[config.mk]
export PLATFORM = sky130hd
export DESIGN_NAME = calc_sequencer
export DESIGN_NICKNAME = d
export VERILOG_FILES = /design/src/rtl/calc_sequencer.sv
export SDC_FILE = /design/constraint.sdc
export NUM_CORES = 1
export LEC_CHECK = 0
export CORE_MARGIN = 5
export CORE_UTILIZATION = 54
export DETAILED_ROUTE_END_ITERATION = 10
export MAX_ROUTING_LAYER = met4
export PLACE_DENSITY = 0.81
export SLEW_MARGIN = 20
export SYNTH_ARGS = -nofsm -noshare
export SYNTH_HDL_FRONTEND = slang
export SYNTH_SLANG_ARGS = --single-unit
[constraint.sdc]
create_clock -name clk -period 2.7 [get_ports clk]
set_input_delay 0.405 -clock clk [delete_from_list [all_inputs] [get_ports clk]]
set_output_delay 0.405 -clock clk [all_outputs]
set_load 0.005 [all_outputs]
[src/rtl/calc_sequencer.sv]
// calc_sequencer
//   Sequences a shared ALU from decoded keypad presses. Two decimal operands
//   and an operator are accumulated. One start/done transaction is issued to
//   the ALU, and the result is then held for display.
//
// Ports
//   clk, reset          : clock, asynchronous active-high reset
//   key_valid, key      : one-cycle key strobe and key code
//                         (0-9 digit, A add, B sub, C mul, D div, E equals, F clear)
//   alu_start           : one-cycle request to the ALU (high in EXEC)
//   alu_op, alu_a, alu_b: registered operator/operands, stable through EXEC and WAIT
//   alu_done, alu_result, alu_err : ALU completion strobe with result and error
//   disp_value          : registered display value (a, b or result, zero-extended)
//   busy                : high in EXEC and WAIT
//   err                 : sticky error, cleared on next entry
//   state               : current state encoding (ENTER_A=0 .. SHOW=4)
//
// Handshake: alu_start is a single-cycle request. alu_done is a single-cycle
// response that is only honoured while in WAIT. A done strobe at any other
// time, including after an abort or a timeout, is dropped.
module calc_sequencer #(
  parameter int WIDTH      = 8,
  parameter int MAX_DIGITS = 2,
  parameter int TIMEOUT    = 1024
) (
  input  logic                 clk,
  input  logic                 reset,
  input  logic                 key_valid,
  input  logic [3:0]           key,
  output logic                 alu_start,
  output logic [1:0]           alu_op,
  output logic [WIDTH-1:0]     alu_a,
  output logic [WIDTH-1:0]     alu_b,
  input  logic                 alu_done,
  input  logic [2*WIDTH-1:0]   alu_result,
  input  logic                 alu_err,
  output logic [2*WIDTH-1:0]   disp_value,
  output logic                 busy,
  output logic                 err,
  output logic [2:0]           state
);

  typedef enum logic [2:0] {
    ST_ENTER_A = 3'd0,
    ST_ENTER_B = 3'd1,
    ST_EXEC    = 3'd2,
    ST_WAIT    = 3'd3,
    ST_SHOW    = 3'd4
  } state_t;

  localparam int CW = $clog2(MAX_DIGITS + 1);
  localparam int TW = (TIMEOUT > 1) ? $clog2(TIMEOUT) : 1;
  localparam logic [CW-1:0]    MAX_CNT  = CW'(MAX_DIGITS);
  localparam logic [TW-1:0]    TMO_LAST = TW'(TIMEOUT - 1);
  localparam logic [WIDTH-1:0] TEN      = WIDTH'(10);

  state_t               state_q, state_d;
  logic [WIDTH-1:0]     a_q, a_d;
  logic [WIDTH-1:0]     b_q, b_d;
  logic [CW-1:0]        cnt_a_q, cnt_a_d;
  logic [CW-1:0]        cnt_b_q, cnt_b_d;
  logic [1:0]           op_q, op_d;
  logic [2*WIDTH-1:0]   result_q, result_d;
  logic                 err_q, err_d;
  logic [TW-1:0]        timer_q, timer_d;
  logic [2*WIDTH-1:0]   disp_q, disp_d;

  // Key decode
  logic             is_digit, is_op, is_eq, is_clr;
  logic [WIDTH-1:0] digit_val;
  logic [1:0]       key_op;

  assign is_digit  = key_valid && (key <= 4'd9);
  assign is_op     = key_valid && (key >= 4'd10) && (key <= 4'd13);
  assign is_eq     = key_valid && (key == 4'd14);
  assign is_clr    = key_valid && (key == 4'd15);
  assign digit_val = WIDTH'(key);
  // A..D map to 00..11 by offsetting from key code 10
  assign key_op    = 2'(key - 4'd10);

  always_comb begin
    state_d  = state_q;
    a_d      = a_q;
    b_d      = b_q;
    cnt_a_d  = cnt_a_q;
    cnt_b_d  = cnt_b_q;
    op_d     = op_q;
    result_d = result_q;
    err_d    = err_q;
    timer_d  = timer_q;

    unique case (state_q)
      ST_ENTER_A: begin
        if (is_digit) begin
          if (cnt_a_q < MAX_CNT) begin
            a_d     = a_q * TEN + digit_val;
            cnt_a_d = cnt_a_q + CW'(1);
          end
        end else if (is_op) begin
          op_d    = key_op;
          state_d = ST_ENTER_B;
        end else if (is_clr) begin
          a_d     = '0;
          b_d     = '0;
          cnt_a_d = '0;
          cnt_b_d = '0;
          err_d   = 1'b0;
        end
      end

      ST_ENTER_B: begin
        if (is_digit) begin
          if (cnt_b_q < MAX_CNT) begin
            b_d     = b_q * TEN + digit_val;
            cnt_b_d = cnt_b_q + CW'(1);
          end
        end else if (is_op) begin
          op_d = key_op;
        end else if (is_eq) begin
          if (cnt_b_q != '0) state_d = ST_EXEC;
        end else if (is_clr) begin
          a_d     = '0;
          b_d     = '0;
          cnt_a_d = '0;
          cnt_b_d = '0;
          err_d   = 1'b0;
          state_d = ST_ENTER_A;
        end
      end

      ST_EXEC: begin
        timer_d = '0;
        state_d = ST_WAIT;
      end

      ST_WAIT: begin
        // Abort has priority over a coincident completion
        if (is_clr) begin
          a_d     = '0;
          b_d     = '0;
          cnt_a_d = '0;
          cnt_b_d = '0;
          err_d   = 1'b0;
          state_d = ST_ENTER_A;
        end else if (alu_done) begin
          result_d = alu_result;
          err_d    = alu_err;
          state_d  = ST_SHOW;
        end else if (timer_q == TMO_LAST) begin
          result_d = '0;
          err_d    = 1'b1;
          state_d  = ST_SHOW;
        end else begin
          timer_d = timer_q + TW'(1);
        end
      end

      ST_SHOW: begin
        if (is_digit) begin
          a_d     = digit_val;
          cnt_a_d = CW'(1);
          b_d     = '0;
          cnt_b_d = '0;
          err_d   = 1'b0;
          state_d = ST_ENTER_A;
        end else if (is_op) begin
          // Chain only a clean result that fits back into an operand
          if (!err_q && (result_q[2*WIDTH-1:WIDTH] == '0)) begin
            a_d     = result_q[WIDTH-1:0];
            cnt_a_d = MAX_CNT;
            b_d     = '0;
            cnt_b_d = '0;
            op_d    = key_op;
            state_d = ST_ENTER_B;
          end
        end else if (is_clr) begin
          a_d     = '0;
          b_d     = '0;
          cnt_a_d = '0;
          cnt_b_d = '0;
          err_d   = 1'b0;
          state_d = ST_ENTER_A;
        end
      end

      default: state_d = ST_ENTER_A;
    endcase

    // Display follows the next state so it lands one cycle after the event
    unique case (state_d)
      ST_ENTER_A: disp_d = {{WIDTH{1'b0}}, a_d};
      ST_SHOW:    disp_d = result_d;
      default:    disp_d = {{WIDTH{1'b0}}, b_d};
    endcase
  end

  always_ff @(posedge clk or posedge reset) begin
    if (reset) begin
      state_q  <= ST_ENTER_A;
      a_q      <= '0;
      b_q      <= '0;
      cnt_a_q  <= '0;
      cnt_b_q  <= '0;
      op_q     <= 2'b00;
      result_q <= '0;
      err_q    <= 1'b0;
      timer_q  <= '0;
      disp_q   <= '0;
    end else begin
      state_q  <= state_d;
      a_q      <= a_d;
      b_q      <= b_d;
      cnt_a_q  <= cnt_a_d;
      cnt_b_q  <= cnt_b_d;
      op_q     <= op_d;
      result_q <= result_d;
      err_q    <= err_d;
      timer_q  <= timer_d;
      disp_q   <= disp_d;
    end
  end

  assign alu_start  = (state_q == ST_EXEC);
  assign busy       = (state_q == ST_EXEC) || (state_q == ST_WAIT);
  assign alu_op     = op_q;
  assign alu_a      = a_q;
  assign alu_b      = b_q;
  assign disp_value = disp_q;
  assign err        = err_q;
  assign state      = state_q;

endmodule

==> results.sh <==
export IMPL_antenna_cells_inserted=0
export IMPL_floorplan_die_area_sq_um=9170
export IMPL_cts_max_path_buffers=2
export IMPL_clkPwrFrac_pct=14.5
export IMPL_slew_headroom_pct=36.2
export IMPL_vias=3641
export IMPL_timing_max_cap_violations=0
export IMPL_post_route_cell_area_sq_um=5450
export IMPL_gp_routability_congestion=0.973
export IMPL_final_period_minus_worst_setup_slack_ps=2630
export IMPL_power_combinational_fraction_pct=56.8
export IMPL_port_buffers=64
export IMPL_ys_flop_type="sky130_fd_sc_hd__dfrtp_1"
export IMPL_track_usage_pct=28.8
export IMPL_power_switching_uw=2370
export IMPL_end_kind="flop"
export IMPL_worst_setup_path_type="in -> reg"
export IMPL_grt_max_degree=46
export IMPL_dp_worst_setup_slack_ps=-248
export IMPL_synth_xor_xnor_area_share_pct=6.30
export IMPL_place_area_sq_um=5210
export IMPL_post_route_cells_drive_above_1_share_pct=20.0
export IMPL_cellLeakagePower_uw=0.00258
export IMPL_multiInputGateArea_sq_um=2140
export IMPL_ys_top_cells_by_count="sky130_fd_sc_hd__dfrtp_1 (68), sky130_fd_sc_hd__nand2_1 (25), sky130_fd_sc_hd__nor2_1 (24)"
export IMPL_crit_path_max_fanout=3
export IMPL_post_route_worst_setup_slack_ps=70.2
export IMPL_route_detailed_drc=0
export IMPL_critPathLaunchType="primary input"
export IMPL_worstMarginPinSlew_ps=950
export IMPL_grt_first_pass_wirelength_um=19300
export IMPL_routed_wire_length_per_instance_um=19.1
export IMPL_final_fill_count=545
export IMPL_first_global_vias=3712
export IMPL_tritoncts="built"
export IMPL_core_area_sq_um=7210
export IMPL_hold_path_class="in -> async"
export IMPL_ant_nets=0
export IMPL_worst_ir_drop_vdd_v=0.000686
export IMPL_hpwl_um=9060
export IMPL_synthToLayoutAreaGrowth_pct=37.1
export IMPL_status="finished, final reports clean"
export IMPL_io_pin_count=65
export IMPL_yosys_area_top_type_share_pct=42.8
export IMPL_setup_viol=0
export IMPL_yosys_warnings=0
export IMPL_final_max_slew_viol_count=0
export IMPL_synth_adder_area_share_pct=8.94
export IMPL_hold_fix_buffers_cts=0
export IMPL_totalPowerFinal_uw=6120
export IMPL_seq_power_share_pct=28.7
export IMPL_worst_ep_required_time_ps=2930
export IMPL_internal_power_uw=3750
export IMPL_synth_simple_gate_area_share_pct=16.6
export IMPL_gr_total_overflow=0
export IMPL_cts_clk_slew_worst_paths_ps=70
export IMPL_clock_tree_root_cell="sky130_fd_sc_hd__clkbuf_8"
export IMPL_post_drt_via_cell_ratio=5.88
export IMPL_nets=567
export IMPL_post_route_util_pct=75.5
export IMPL_die_height_um=95.8
export IMPL_post_synth_cell_area_avg_sq_um=10.3
export IMPL_initialDrtViolationCount=441
export IMPL_netlist_cell_type_count=68
export IMPL_crit_reg2reg_launch="alu_a[3]"
export IMPL_floorplan_initialDensity_pct=55.1
export IMPL_drt_total_wl_um=11800
export IMPL_ctsHtreeMaxLevel=3
export IMPL_die_w_um=95.8
export IMPL_top_count_cell_post_synth="sky130_fd_sc_hd__dfrtp_1"
export IMPL_worstPathArrival_ps=2860
export IMPL_clock_fmax_mhz=380
export IMPL_synth_area_sq_um=3970
export IMPL_clk_latency_ps=340
export IMPL_cts_buffers=9
export IMPL_clock_sinks=68
export IMPL_synth_top_family_by_area="compound AO/OA/AOI/OAI gates"
export IMPL_yosys_mux_area_fraction_pct=1.26
export IMPL_fp_row_count=31
export IMPL_synth_enable_flop_cells=0
export IMPL_synth_seq_area_share_pct=42.8
export IMPL_detailedRoute_firstPassIterationCount=8
export IMPL_sequential_cell_area_sq_um=1700
export IMPL_postSynth_asyncResetShare_pct=100
export IMPL_ys_ff_latch=68
export IMPL_timing_hold_violations_final=0
export IMPL_syn_num_nets=438
export IMPL_power_per_cell_area_nw_per_um2=1120
export IMPL_synth_top_area_cell="sky130_fd_sc_hd__dfrtp_1"
export IMPL_synth_compound_area_share_pct=20.2
export IMPL_syn_instance_count=387
export IMPL_rsz0062_at_grt="false"
export IMPL_grt_antenna_before_repair=0
export IMPL_leading_post_synthesis_cells_by_cell_area="sky130_fd_sc_hd__dfrtp_1 (43%), sky130_fd_sc_hd__ha_1 (6.9%), sky130_fd_sc_hd__a22o_1 (5.1%), sky130_fd_sc_hd__xor2_1 (3.1%), sky130_fd_sc_hd__a221o_1 (2.8%)"
export IMPL_share_of_the_cycle_needed_by_the_critical_path_after_routing_pct=97.4
export IMPL_cts_setup_buffers=0
export IMPL_fin_skew_ps=9.31
export IMPL_critPathLaunch="key[1]"
export IMPL_netSwitchingFraction_pct=38.7
[final timing paths]
check	endpoint	cells after the start	slack, ps
setup / recovery	disp_value[5]	9	70
hold / removal	disp_value[11]	2	420
setup reg to reg	disp_value[5]	8	110
hold reg to reg	alu_op[0]	2	490
max in group asynchronous	alu_b[7]	3	1650
min in group clk	alu_op[0]	2	490
[critical path, stage by stage]
cell                              delay (ps)
sky130_fd_sc_hd__clkdlybuf4s50_1         460
sky130_fd_sc_hd__ha_1                    260
sky130_fd_sc_hd__fa_1                    390
sky130_fd_sc_hd__a21oi_1                 260
sky130_fd_sc_hd__nor2b_1                 100
sky130_fd_sc_hd__xnor2_1                 140
sky130_fd_sc_hd__a22o_1                  230
sky130_fd_sc_hd__a211o_1                 290
sky130_fd_sc_hd__a221o_1                 320
[routing by layer]
layer	track usage [%]	wire, um	up-vias
li1	-	-	1683
met2	44.4	5680	171
met4	5.57	108	0
met1	39.3	5180	1775
met5	-	0	-
met3	6.72	851	12
[flip-flops by register name, summed over array words and instances (netlist names)]
| register | flops |
|---|---|
| disp_value | 16 |
| result_q | 16 |
| timer_q | 10 |
| alu_a | 8 |
| alu_b | 8 |
| state | 3 |
| alu_op | 2 |
| cnt_a_q | 2 |
| cnt_b_q | 2 |
| err | 1 |
[power groups by stage]
| stage | logic [uW] | registers, uW | clock network [uW] |
|---|---|---|---|
| 6_report | 3480 | 1760 | 887 |
| 5_1_grt | 3770 | 1800 | 958 |
| 4_1_cts | 3410 | 1740 | 900 |
| 3_5_place_dp | 3360 | 1760 | 0 |
| 3_3_place_gp | 3260 | 1740 | 0 |
| 2_1_floorplan | 1900 | 1660 | 0 |
[timing repair]
item                                    CTS  global route
endpoints found under the setup margin    1             2
resized for setup                         2             5
pin swaps                                 0             4
endpoints found under the hold margin     0             0
[cell usage in the layout (no fill, tap or decap), drive strengths merged, types with 11 or more instances in the layout]
cell           instances
a21oi                 14
a221o                 11
a22o                  23
and2                  16
buf                   70
clkdlybuf4s50         64
dfrtp                 68
ha                    22
inv                   20
nand2                 26
nor2                  25
o21ai                 22
xnor2                 12
xor2                  14
[cell families after synthesis]
logic type / count (synthesis)
AO/OA/AOI/OAI: 106
XOR/XNOR: 27
adder cells (fa/ha/maj): 26
buffers and inverters: 37
flip-flops: 68
multiplexers: 5
AND/OR/NAND/NOR: 118
[metrics by stage]
stage,std cells,hold slack (ps),TNS (ps)
final,619,421,0
after detailed placement,604,483,-1280
after global routing,619,459,0
after floorplan,387,447,0
after global placement,604,465,-1470
after CTS,619,428,0
[layout make-up]
type	instances	area share, %
Clock buffer	10	2.34
Clock inverter	5	1.42
Inverter	21	1.45
Multi-Input combinational cell	282	39.4
Sequential cell	68	31.2
Tap cell	99	2.27
Timing Repair Buffer	134	21.9
Power figures use the tool's default switching activity.
